**config.mk**
```make
export PLATFORM = sky130hd
export DESIGN_NAME = camera_pattern_source
export DESIGN_NICKNAME = d
export VERILOG_FILES = /design/src/rtl/camera_pattern_source.sv
export SDC_FILE = /design/constraint.sdc
export NUM_CORES = 1
export LEC_CHECK = 0
export ABC_AREA = 0
export CORE_AREA = 2 2 89 91
export DETAILED_ROUTE_END_ITERATION = 10
export DIE_AREA = 0 0 91 93
export GPL_ROUTABILITY_DRIVEN = 0
export GPL_TIMING_DRIVEN = 0
export PLACE_DENSITY = 0.86
export SYNTH_ARGS = -nofsm -noshare
export SYNTH_HDL_FRONTEND = slang
export SYNTH_SLANG_ARGS = --single-unit
```
**constraint.sdc**
```tcl
create_clock -name clk -period 6.3 [get_ports clk]
set_clock_uncertainty 0.1 [all_clocks]
set_input_delay 1.26 -clock clk [delete_from_list [all_inputs] [get_ports clk]]
set_output_delay 1.26 -clock clk [all_outputs]
set_load 0.05 [all_outputs]
```
**src/rtl/camera_pattern_source.sv**
```systemverilog
// rtl/camera_pattern_source.sv - OV7670-style PCLK/VSYNC/HREF/D test-pattern video source
module camera_pattern_source #(
  parameter int PCLK_HALF   = 12,
  parameter int H_ACTIVE    = 640,
  parameter int H_BLANK     = 144,
  parameter int V_ACTIVE    = 240,
  parameter int VSYNC_LINES = 3,
  parameter int VBP_LINES   = 17,
  parameter int VFP_LINES   = 10,
  parameter int LINE_W      = 16
) (
  input  logic        clk,
  input  logic        nreset,
  input  logic        enable,
  input  logic [1:0]  pattern_sel,
  input  logic [8:0]  line_pos,
  output logic        cam_pclk,
  output logic        cam_vsync,
  output logic        cam_href,
  output logic [7:0]  cam_data,
  output logic        frame_done,
  output logic [15:0] frame_count,
  output logic        busy
);

  localparam int H_TOTAL = H_ACTIVE + H_BLANK;
  localparam int BW      = $clog2(H_TOTAL + 1);
  localparam int LW      = $clog2(VSYNC_LINES + VBP_LINES + V_ACTIVE + VFP_LINES + 1);
  localparam int DW      = $clog2(PCLK_HALF + 1);

  typedef enum logic [2:0] {S_IDLE, S_VSYNC, S_VBP, S_ACTIVE, S_VFP} state_t;

  state_t        state_q, state_d;
  logic [DW-1:0] div_q, div_d;
  logic          pclk_q, pclk_d;
  logic [BW-1:0] byte_q, byte_d;
  logic [LW-1:0] line_q, line_d, last_line;
  logic [1:0]    pat_q, pat_d;
  logic [8:0]    lpos_q, lpos_d;
  logic          vsync_q, vsync_d, href_q, href_d;
  logic [7:0]    data_q, data_d;
  logic          done_q, done_d, busy_q, busy_d;
  logic [15:0]   count_q, count_d;
  logic          div_wrap, fall_tick;

  function automatic logic [7:0] pixel_byte(input logic [BW-1:0] b, input logic [LW-1:0] y,
                                            input logic [1:0] pat, input logic [8:0] lp);
    logic [8:0] x;
    logic       in_line, y4;
    x       = 9'(b >> 1);
    in_line = ({1'b0, x} >= {1'b0, lp}) && ({1'b0, x} < ({1'b0, lp} + 10'(LINE_W)));
    y4      = ((int'(y) / 16) % 2) == 1;
    if (b[0]) return 8'h80;
    case (pat)
      2'd0:    return in_line ? 8'h10 : 8'hE0;
      2'd1:    return x[8:1];
      2'd2:    return (x[4] ^ y4) ? 8'hE0 : 8'h10;
      default: return 8'h10;
    endcase
  endfunction

  always_comb begin
    case (state_q)
      S_VSYNC:  last_line = LW'(VSYNC_LINES - 1);
      S_VBP:    last_line = LW'(VBP_LINES - 1);
      S_ACTIVE: last_line = LW'(V_ACTIVE - 1);
      default:  last_line = LW'(VFP_LINES - 1);
    endcase
  end

  assign div_wrap  = (div_q == DW'(PCLK_HALF - 1));
  assign fall_tick = div_wrap && pclk_q;

  always_comb begin
    div_d   = div_wrap ? '0 : div_q + DW'(1);
    pclk_d  = div_wrap ? ~pclk_q : pclk_q;
    state_d = state_q;
    byte_d  = byte_q;
    line_d  = line_q;
    pat_d   = pat_q;
    lpos_d  = lpos_q;
    busy_d  = busy_q;
    count_d = count_q;
    done_d  = 1'b0;
    vsync_d = vsync_q;
    href_d  = href_q;
    data_d  = data_q;
    if (fall_tick) begin
      if (state_q == S_IDLE) begin
        if (enable) begin
          state_d = S_VSYNC;
          pat_d   = pattern_sel;
          lpos_d  = line_pos;
          busy_d  = 1'b1;
          byte_d  = '0;
          line_d  = '0;
        end
      end else if (byte_q != BW'(H_TOTAL - 1)) begin
        byte_d = byte_q + BW'(1);
      end else begin
        byte_d = '0;
        if (line_q != last_line) begin
          line_d = line_q + LW'(1);
        end else begin
          line_d = '0;
          case (state_q)
            S_VSYNC:  state_d = S_VBP;
            S_VBP:    state_d = S_ACTIVE;
            S_ACTIVE: begin
              state_d = S_VFP;
              done_d  = 1'b1;
              count_d = count_q + 16'd1;
            end
            default: begin
              // Frame boundary: the only point besides IDLE where enable is honoured.
              if (enable) begin
                state_d = S_VSYNC;
                pat_d   = pattern_sel;
                lpos_d  = line_pos;
              end else begin
                state_d = S_IDLE;
                busy_d  = 1'b0;
              end
            end
          endcase
        end
      end
      vsync_d = (state_d == S_IDLE) || (state_d == S_VSYNC);
      href_d  = (state_d == S_ACTIVE) && (byte_d < BW'(H_ACTIVE));
      data_d  = href_d ? pixel_byte(byte_d, line_d, pat_d, lpos_d) : 8'h00;
    end
  end

  always_ff @(posedge clk or negedge nreset) begin
    if (!nreset) begin
      state_q <= S_IDLE;
      div_q   <= '0;
      pclk_q  <= 1'b0;
      byte_q  <= '0;
      line_q  <= '0;
      pat_q   <= 2'd0;
      lpos_q  <= 9'd0;
      vsync_q <= 1'b1;
      href_q  <= 1'b0;
      data_q  <= 8'h00;
      done_q  <= 1'b0;
      busy_q  <= 1'b0;
      count_q <= 16'd0;
    end else begin
      state_q <= state_d;
      div_q   <= div_d;
      pclk_q  <= pclk_d;
      byte_q  <= byte_d;
      line_q  <= line_d;
      pat_q   <= pat_d;
      lpos_q  <= lpos_d;
      vsync_q <= vsync_d;
      href_q  <= href_d;
      data_q  <= data_d;
      done_q  <= done_d;
      busy_q  <= busy_d;
      count_q <= count_d;
    end
  end

  assign cam_pclk    = pclk_q;
  assign cam_vsync   = vsync_q;
  assign cam_href    = href_q;
  assign cam_data    = data_q;
  assign frame_done  = done_q;
  assign frame_count = count_q;
  assign busy        = busy_q;

endmodule

```
==> reports/metrics.cfg, run 1 <==
[timing]
relSlewSlack = 0.1475
grt_setup_unrepaired = false
period_share = 0.8500
max_freq_mhz = 186.7
finalSetupTns_ns = 0
worst_hold_slack_ns = 0.3656
hold_viol_final = 0
period_needed_ns = 5.355
finalSetupViolations = 0
fin_ws_ns = 0.9451
worst_pin_slew_ns = 1.267
maxSlewViolCount = 0

[placement]
io_buffers = 41
dp_slack_ns = 0.7805
dp_hpwl_mm = 7.389
dp_cells = 611

[clock_tree]
numCtsBuffers = 9
htreeDepth = 3
path_clk_slew_ns = 0.07
cts_max_path_buffers = 2
clk_latency_ns = 0.37
postCtsSetupRepairBufs = 0
cts_resized = 0
cts_root_buffer = clkbuf_8
clock-sinks = 66
hold_buffers = 0
cts_tree = yes

[global_route]
grt.overflow.total = 0
grt_use_total = 0.2518
grt_pass1_wl_mm = 16.94
first_global_vias = 3642
antenna_found_initial = 0
grt_max_degree = 67

[floorplan]
initial_core_util = 0.5682
die_h_um = 93
num_rows = 32
dieArea_um2 = 8463
core_um2 = 7527
pin_count = 43
die_width_um = 91

[detailed_routing]
vias = 3779
drtIter0Drc = 256
drt-pass1-iter-count = 5
drtAntennaViolNets = 0
viasPerCell = 6.027
wl_per_cell_um = 16.41
wirelength_mm = 10.29
drc = 0

[worst_setup_path]
crit_type = reg -> reg
required_ns = 6.45
startpoint_type = flip-flop
cp_max_fo = 10
end_kind = flip-flop
critPathArrivalTime_ns = 5.50

[cells_and_area]
layout.nets = 553
multi_input_area_um2 = 2474
diodes = 0
area_delta_synth_final_pct = 16.88
fillers = 636
fin_cells = 627
drive_above_1_share = 0.08381
seqCellArea_um2 = 1653

[worst_hold_path]
min_path_type = reg -> reg

[pwr]
powerDensity_nw_per_um2 = 159.5
ir_drop_mv = 0.07994
total_leakage_power_nw = 2.428

[synthesis]
ys_types = 65
yosys.area.top_type = dfrtp_1
synthFlopType = dfrtp_1
seq_area_frac_synth = 0.3865
synth_cells = 468
syn_avg_cell_area_um2 = 9.138
syn_area_um2 = 4277
synth-edff-count = 0
synth_common_cells = dfrtp_1 (65), nand2_1 (57), o21ai_0 (45)
synth.most_common_cell = dfrtp_1
synth-seq-cells = 66
syn-num-nets = 501
yosysWarnings = 0
synthArstFlopShare = 1.000
synthDominantCellAreaShare = 0.3803
synth_area_leaders = dfrtp_1 (38%), ha_1 (5.6%), o21ai_0 (5.3%)

[run]
maxCapViolCount = 0

[run_status]
status = finished, final reports clean

[per-layer routing]
layer  wire (µm)  up-vias  GRT usage
li1            -     1809          -
met1        4511     1843     0.3129
met2        5078       98     0.4235
met3         414       29    0.04432
met4         284        0     0.1288
met5           0        -          0
[path summary, 6_finish.rpt]
| path | from | to | slack [ns] | cells past startpoint |
|---|---|---|---|---|
| min in group asynchronous | nreset | frame_count[10] | 0.89 | 1 |
| worst min-delay path | div_q[0] | div_q[0] | 0.37 | 1 |
| worst max-delay path | byte_q[0] | cam_data[5] | 0.95 | 18 |
| max in group asynchronous | nreset | pat_q[1] | 4.66 | 1 |
| worst max register to register | byte_q[0] | cam_data[5] | 0.95 | 18 |
| worst min register to register | div_q[0] | div_q[0] | 0.37 | 1 |
[metrics by stage]
stage | total power [mW] | utilization | area, µm²
after floorplan | 0.4336 | - | 4277
after global placement | 0.4507 | 0.6396 | 4815
after detailed placement | 0.4508 | 0.6393 | 4812
after CTS | 0.8014 | 0.6641 | 4999
after global routing | 0.8201 | 0.6641 | 4999
final | 0.7974 | 0.6641 | 4999
[sequential cells by signal (all words and copies together), names as in the netlist]
register	flops
cam_vsync	1
frame_done	1
frame_count	16
cam_data	8
busy	1
line_q	9
state_q	3
byte_q	10
div_q	4
pat_q	2
lpos_q	9
cam_href	1
cam_pclk	1
[report_power, final]
part	internal (mW)	leakage, nW	switching [mW]
logic	0.00723	1.55	0.0115
registers	0.423	0.789	0
clock network	0.182	0.0893	0.174
total	0.612	2.43	0.185
[cells in the final DEF, fill, tap and decap left out, drive strengths merged, types with 13 or more instances in the layout]
cell type,synthesis,layout
nor2,35,35
dfrtp,65,65
nand2,57,57
xnor2,13,13
o21ai,45,45
inv,13,13
mux2i,13,13
nor3,13,13
clkbuf,19,30
clkdlybuf4s50,0,40
a21oi,20,20
ha,19,19
nand3,18,18
[worst max-delay path: stages (launching register included)]
cell and delay [ns]:
dfrtp_1 0.48, ha_1 0.31, and4b_1 0.25, nand3_1 0.30, a211oi_1 0.13, a21oi_2 0.48
clkbuf_1 0.56, mux2i_1 0.39, inv_1 0.09, ha_1 0.24, xor2_1 0.18, ha_1 0.23
a211o_1 0.27, a31oi_1 0.14, o21ai_0 0.15, o21a_1 0.15, a221oi_2 0.31, nor2_1 0.11
o32a_1 0.36
[area by class of cell]
| type | instances | area share |
|---|---|---|
| plain buffers | 24 | 0.02028 |
| clock buffers | 11 | 0.02628 |
| clock inverters | 5 | 0.01101 |
| inverters | 13 | 0.009762 |
| multi-input cells | 365 | 0.4949 |
| flip-flops and latches | 66 | 0.3307 |
| well taps | 102 | 0.02553 |
| repair buffers | 41 | 0.08160 |
[cell families after synthesis]
kind of cell	synth area share
flip-flops	0.3865
buffers and inverters	0.03511
adder cells (fa/ha/maj)	0.05559
multiplexers	0.03832
AND/OR/NAND/NOR	0.2300
AO/OA/AOI/OAI	0.2042
XOR/XNOR	0.05032
No activity file was read; power rests on OpenSTA's default activity.
==> run 2, diff against run 1 <==
--- a/config.mk
+++ b/config.mk
@@ -6,12 +6,12 @@
 export NUM_CORES = 1
 export LEC_CHECK = 0
 export ABC_AREA = 0
-export CORE_AREA = 2 2 89 91
+export CORE_AREA = 2 2 94 96
 export DETAILED_ROUTE_END_ITERATION = 10
-export DIE_AREA = 0 0 91 93
+export DIE_AREA = 0 0 96 98
 export GPL_ROUTABILITY_DRIVEN = 0
 export GPL_TIMING_DRIVEN = 0
-export PLACE_DENSITY = 0.86
+export PLACE_DENSITY = 0.82
 export SYNTH_ARGS = -nofsm -noshare
 export SYNTH_HDL_FRONTEND = slang
 export SYNTH_SLANG_ARGS = --single-unit
==> constraint.sdc (replaced) <==
create_clock -name clk -period 4.72 [get_ports clk]
set_clock_uncertainty 0.1 [all_clocks]
set_input_delay 0.944 -clock clk [delete_from_list [all_inputs] [get_ports clk]]
set_output_delay 0.944 -clock clk [all_outputs]
set_load 0.05 [all_outputs]
==> run 2 against run 1 <==
Final cell count is 1.8% higher. Non-clock buffer count is 5 higher. Sequential share of layout area is 0.82 points lower. Sequential power is 34% higher. Critical path depth is 3 lower. Flip-flop and latch count stayed put. Clock power is 21% higher. Register-to-register slack worse by 0.79 ns. Wire length is 1.4% lower. Global-route usage is 2.5 points lower. Via count is 0.40% higher.
==> reports/metrics.cfg, run 2 (synthesized netlist as in run 1, its figures left out) <==
[placement]
dp_cells = 617  ; +0.98%
dpl-instance-area_um2 = 4820  ; +0.16%
io_buffers = 41  ; unchanged
dp_hpwl_mm = 7.295  ; -1.3%

[clock_tree]
cts_root_buffer = clkbuf_8
hold_buffers = 0  ; unchanged
htreeDepth = 3  ; unchanged
clk_latency_ns = 0.36  ; about the same
cts_max_path_buffers = 2  ; unchanged
path_clk_slew_ns = 0.08  ; about the same
clock-sinks = 66  ; unchanged
cts_tree = yes
numCtsBuffers = 9  ; unchanged

[run]
maxCapViolCount = 0  ; unchanged

[timing]
relSlewSlack = 0.3589  ; +0.2114
period_needed_ns = 4.563  ; -0.7923 ns
max_freq_mhz = 219.2  ; +17%
hold_viol_final = 0  ; unchanged
maxSlewViolCount = 0  ; unchanged
finalSetupTns_ns = 0  ; unchanged
worst_pin_slew_ns = 0.9534  ; -0.3136 ns
period_share = 0.9666  ; +0.1167
finalSetupViolations = 0  ; unchanged

[worst_setup_path]
ff2ff_path_depth = 15  ; -3
cp_max_fo = 10  ; unchanged
critPathMaxStageDelay_ns = 0.53  ; -0.03 ns
crit_type = reg -> reg
crit_chain = ha_2 > and4b_2 > a31o_2 > buf_4 > clkbuf_1 > o31ai_1 > ha_1 > a21o_1 > a211o_1 > a31oi_1 > o21ai_1 > o21a_1 > a221oi_4 > nor2_1 > o32a_1
required_ns = 4.87  ; -1.58 ns
end_kind = flip-flop
worst_path_max_delay_cell = o31ai_1
critPathTopFamily = compound AO/OA/AOI/OAI gates
startpoint_type = flip-flop
cp.depth = 15  ; -3
critPathArrivalTime_ns = 4.71  ; -0.79 ns
ff2ff_setup_slack_ns = 0.16  ; -0.79 ns
cp_num_buf_inv = 2  ; unchanged

[floorplan]
die_width_um = 96  ; +5.5%
die_h_um = 98  ; +5.4%
dieArea_um2 = 9408  ; +11%
initial_core_util = 0.5052  ; -0.06298
pin_count = 43  ; unchanged
core_um2 = 8466  ; +12%
num_rows = 34  ; +6.3%

[cells_and_area]
fillers = 698  ; +9.7%
drive_above_1_share = 0.1170  ; +0.03317
fin_cells = 638  ; +1.8%
layout.nets = 558  ; +0.90%
area_delta_synth_final_pct = 20.04
final_cell_mix = dfrtp_1 (63), nand2_1 (57), o21ai_0 (44), clkdlybuf4s50_1 (40), nor2_1 (35)
largest_reg_flops = 16  ; unchanged
diodes = 0  ; unchanged
final_common_cell = dfrtp_1
fin_area_um2 = 5134  ; +2.7%

[pwr]
ir_drop_mv = 0.1184  ; +48%
power.total_mw = 1.018  ; +28%
powerDensity_nw_per_um2 = 198.3  ; +24%
total_leakage_power_nw = 2.480  ; +2.1%

[global_route]
grt.overflow.total = 0  ; unchanged
antenna_found_initial = 0  ; unchanged
grt_pass1_wl_mm = 16.89  ; -0.28%
gr-usage-met1 = 0.2928  ; -0.02009
gr-usage-met2 = 0.3707  ; -0.05273
busiest_layer = met2
grt_util_met3 = 0.04861  ; +0.004292
grt_max_degree = 67  ; unchanged
grt_use_total = 0.2266  ; -0.02527
first_global_vias = 3653  ; +0.30%

[detailed_routing]
drtAntennaViolNets = 0  ; unchanged
vias = 3794  ; +0.40%
drtIter0Drc = 201  ; -21%
wl_per_cell_um = 15.91  ; -3.1%
drt-pass1-iter-count = 4  ; -1
viasPerCell = 5.947  ; -1.3%
wirelength_mm = 10.15  ; -1.4%
drc = 0  ; unchanged

[worst_hold_path]
hold_depth = 1  ; unchanged
min_path_type = reg -> reg

[run_status]
status = finished, final reports clean

==> run 2: area by class of cell <==
type / count / area (µm²) / share of cell area
Timing Repair Buffer: 47 / 452.9 / 0.08823
Inverter: 13 / 48.80 / 0.009505
Multi-Input combinational cell: 365 / 2562 / 0.4991
Tap cell: 108 / 135.1 / 0.02632
Buffer: 23 / 108.9 / 0.02120
Clock inverter: 6 / 42.54 / 0.008287
Sequential cell: 66 / 1655 / 0.3224
Clock buffer: 10 / 127.6 / 0.02486
==> run 2: where the power goes <==
part	total [mW]	switching [mW]	internal, mW	leakage, nW
Combinational	0.0249	0.0152	0.00970	1.61
Sequential	0.565	0	0.565	0.789
Clock	0.428	0.237	0.191	0.0827
==> run 2: timing repair <==
| item | in CTS | in global routing |
|---|---|---|
| buffers inserted | 1 | 5 |
| resized for setup | 10 | 11 |
| pin swaps | 1 | 5 |
| endpoints found under the setup margin | 4 | 4 |
==> run 2: per-layer routing <==
layer | vias up | routed length [µm]
li1 | 1821 | -
met1 | 1829 | 4415
met2 | 124 | 4975
met3 | 20 | 519
met4 | 0 | 239
met5 | - | 0
==> run 2: worst paths after layout <==
kind / startpoint / to
hold / removal: div_q[0] / div_q[0]
min in group asynchronous: nreset / frame_count[12]
setup reg to reg: byte_q[0] / cam_data[6]
setup / recovery: byte_q[0] / cam_data[6]
max in group asynchronous: nreset / byte_q[0]
hold reg to reg: div_q[0] / div_q[0]
==> run 2: worst reg2reg max path, delay by kind of cell (launching register included) <==
| kind | cells | cell delay (ns) |
|---|---|---|
| AND/OR/NAND/NOR | 2 | 0.40 |
| AO/OA/AOI/OAI | 9 | 2.51 |
| adder cells (fa/ha/maj) | 2 | 0.59 |
| flip-flops | 1 | 0.47 |
| buffers and inverters | 2 | 0.39 |
==> run 2: metrics by stage <==
stage / hold slack, ns / setup WS, ns / util
3_5_place_dp: 0.3478 / -0.5347 / 0.5693
5_1_grt: 0.3765 / -0.04134 / 0.6064
3_3_place_gp: 0.3433 / -0.4232 / 0.5696
4_1_cts: 0.3638 / 0.02986 / 0.5965
2_1_floorplan: 0.3282 / 0.2139 / -
6_report: 0.3591 / 0.1574 / 0.6064
==> run 3, diff against run 2 <==
--- a/config.mk
+++ b/config.mk
@@ -7,11 +7,13 @@
 export LEC_CHECK = 0
 export ABC_AREA = 0
 export CORE_AREA = 2 2 94 96
+export CTS_BUF_LIST = sky130_fd_sc_hd__clkbuf_16
 export DETAILED_ROUTE_END_ITERATION = 10
 export DIE_AREA = 0 0 96 98
 export GPL_ROUTABILITY_DRIVEN = 0
 export GPL_TIMING_DRIVEN = 0
 export PLACE_DENSITY = 0.82
+export SKIP_LAST_GASP = 1
 export SYNTH_ARGS = -nofsm -noshare
 export SYNTH_HDL_FRONTEND = slang
 export SYNTH_SLANG_ARGS = --single-unit
==> run 3 against run 2 <==
Sequential power is essentially flat. Worst setup slack better by 0.041 ns. Critical path depth up 3. Maximum frequency is 0.91% higher. Final cell count grew 0.16%. Clock-buffer cell count down 1. Critical path type unchanged. Worst hold slack got worse by 0.0040 ns. Register-to-register slack better by 0.04 ns. Via count increased by 0.87%.
==> reports/metrics.cfg, run 3 (synthesized netlist as in run 1, its figures left out) <==
[run_status]
status = finished, final reports clean

[cells_and_area]
seqCellArea_um2 = 1655  ; unchanged
diodes = 0  ; unchanged
fillers = 677  ; -3.0%
final_common_cell = dfrtp_1
area_delta_synth_final_pct = 22.70
fin_area_um2 = 5248  ; +2.2%
final_cell_mix = dfrtp_1 (63), nand2_1 (57), o21ai_0 (44), clkdlybuf4s50_1 (40), nor2_1 (35)
drive_above_1_share = 0.1205  ; +0.003546
largest_reg_flops = 16  ; unchanged
layout.nets = 559  ; +0.18%
multi_input_area_um2 = 2567  ; +0.20%

[floorplan]
dieArea_um2 = 9408  ; unchanged
pin_count = 43  ; unchanged
die_h_um = 98  ; unchanged
initial_core_util = 0.5052  ; unchanged
num_rows = 34  ; unchanged
die_width_um = 96  ; unchanged
core_um2 = 8466  ; unchanged

[detailed_routing]
viasPerCell = 5.989  ; +0.71%
drtAntennaViolNets = 0  ; unchanged
wirelength_mm = 10.36  ; +2.1%
drt-pass1-iter-count = 5  ; +1
vias = 3827  ; +0.87%
drtIter0Drc = 177  ; -12%
drc = 0  ; unchanged
wl_per_cell_um = 16.21  ; +1.9%

[timing]
worst_pin_slew_ns = 0.9506  ; -0.002856 ns
hold_viol_final = 0  ; unchanged
relSlewSlack = 0.3609  ; +0.001920
period_needed_ns = 4.522  ; -0.04092 ns
period_share = 0.9580  ; -0.008670
maxSlewViolCount = 0  ; unchanged
finalSetupTns_ns = 0  ; unchanged
max_freq_mhz = 221.2  ; +0.91%
finalSetupViolations = 0  ; unchanged

[worst_hold_path]
min_to = div_q[0]
min_path_type = reg -> reg
hp-start = div_q[0]
hold_depth = 1  ; unchanged

[worst_setup_path]
crit_chain = buf_2 > nand3b_1 > or2_2 > a221oi_4 > buf_4 > a211oi_1 > nor2_1 > inv_1 > ha_1 > xor2_1 > ha_1 > a211o_1 > a31oi_1 > o21ai_1 > o21a_1 > a221oi_4 > nor2_1 > o32a_1
cp_max_fo = 9  ; -1
worstReg2RegEnd = cam_data[6]
critPathArrivalTime_ns = 4.64  ; -0.07 ns
required_ns = 4.84  ; -0.03 ns
end_kind = flip-flop
worst_path_max_delay_cell = dfrtp_1
ff2ff_path_depth = 18  ; +3
startpoint_type = flip-flop
reg2reg_from = state_q[2]
critPathMaxStageDelay_ns = 0.37  ; -0.16 ns
crit_type = reg -> reg
ff2ff_setup_slack_ns = 0.20  ; +0.04 ns

[clock_tree]
cts_max_path_buffers = 2  ; unchanged
path_clk_slew_ns = 0.05  ; -0.03 ns
numCtsBuffers = 9  ; unchanged
clk_latency_ns = 0.34  ; -0.02 ns
clock-sinks = 66  ; unchanged
cts_tree = yes
cts_root_buffer = clkbuf_16
htreeDepth = 3  ; unchanged

[placement]
dp_hpwl_mm = 7.295  ; unchanged
dpl-instance-area_um2 = 4820  ; unchanged
io_buffers = 41  ; unchanged

[global_route]
grt_max_degree = 67  ; unchanged
grt.overflow.total = 0  ; unchanged
first_global_vias = 3671  ; +0.49%
grt_use_total = 0.2291  ; +0.002555
antenna_found_initial = 0  ; unchanged
gr-usage-met1 = 0.2943  ; +0.001496
gr-usage-met2 = 0.3691  ; -0.001603
grt_util_met3 = 0.04861  ; unchanged
grt_pass1_wl_mm = 17.01  ; +0.69%
busiest_layer = met2

[pwr]
total_leakage_power_nw = 2.538  ; +2.3%
power.total_mw = 1.202  ; +18%
ir_drop_mv = 0.1760  ; +49%
powerDensity_nw_per_um2 = 229.1  ; +16%

[run]
maxCapViolCount = 0  ; unchanged

-- run 3: cell count changes in the layout (fill, tap and decap cells not counted), sizes merged --
cell	change
clkbuf	-1
inv	+1
buf	+1
-- run 3: worst max path at each step --
stage | to | cells past startpoint | start
3_5_place_dp | cam_data[6] | 18 | byte_q[0]
2_1_floorplan | cam_data[5] | 17 | enable
6_report | cam_data[6] | 18 | state_q[2]
3_3_place_gp | cam_data[6] | 17 | enable
4_1_cts | cam_data[6] | 18 | byte_q[0]
5_1_grt | cam_data[6] | 18 | state_q[2]
-- run 3: layer usage --
| metal | vias up | wire length, µm | share of wire |
|---|---|---|---|
| li1 | 1825 | - | - |
| met1 | 1832 | 4433 | 0.43 |
| met2 | 141 | 5055 | 0.49 |
| met3 | 29 | 549 | 0.053 |
| met4 | 0 | 321 | 0.031 |
| met5 | - | 0 | 0 |
-- run 3: area by class of cell --
type,instances,share of cell area
clock buffer,9,0.04292
multi-input combinational,365,0.4893
buffer,23,0.02074
inverter,13,0.009299
sequential,66,0.3155
timing repair buffer,48,0.08774
tap,108,0.02575
clock inverter,7,0.008822
-- run 3: stage by stage --
| stage | utilization | hold slack, ns | instances | setup WS [ns] |
|---|---|---|---|---|
| 2_1_floorplan | - | 0.3282 | 468 | 0.2139 |
| 6_report | 0.6199 | 0.3550 | 639 | 0.1984 |
| 4_1_cts | 0.6085 | 0.3613 | 634 | 0.04035 |
| 5_1_grt | 0.6199 | 0.3736 | 639 | -0.01942 |
| 3_3_place_gp | 0.5696 | 0.3433 | 617 | -0.4232 |
| 3_5_place_dp | 0.5693 | 0.3478 | 617 | -0.5347 |
-- run 3: what timing repair did --
item / in CTS / in global routing
pin swaps: 1 / 5
setup endpoints to repair: 4 / 4
hold buffers: 0 / 0
buffers inserted: 1 / 6
gates resized for setup: 10 / 12
-- run 3: critical path: cells and delay by family (launching register included) --
family | cells | cell delay (ns)
fa+ha+maj | 2 | 0.45
buf+inv | 3 | 0.50
simple gates | 4 | 0.88
xor+xnor | 1 | 0.17
compound gates | 8 | 1.91
flops | 1 | 0.37
-- run 3: report_power, final --
group          internal (mW)  total (mW)  switching (mW)
sequential             0.566       0.566               0
clock                  0.353       0.611           0.258
combinational        0.00970      0.0249          0.0152
total                  0.929        1.20           0.273
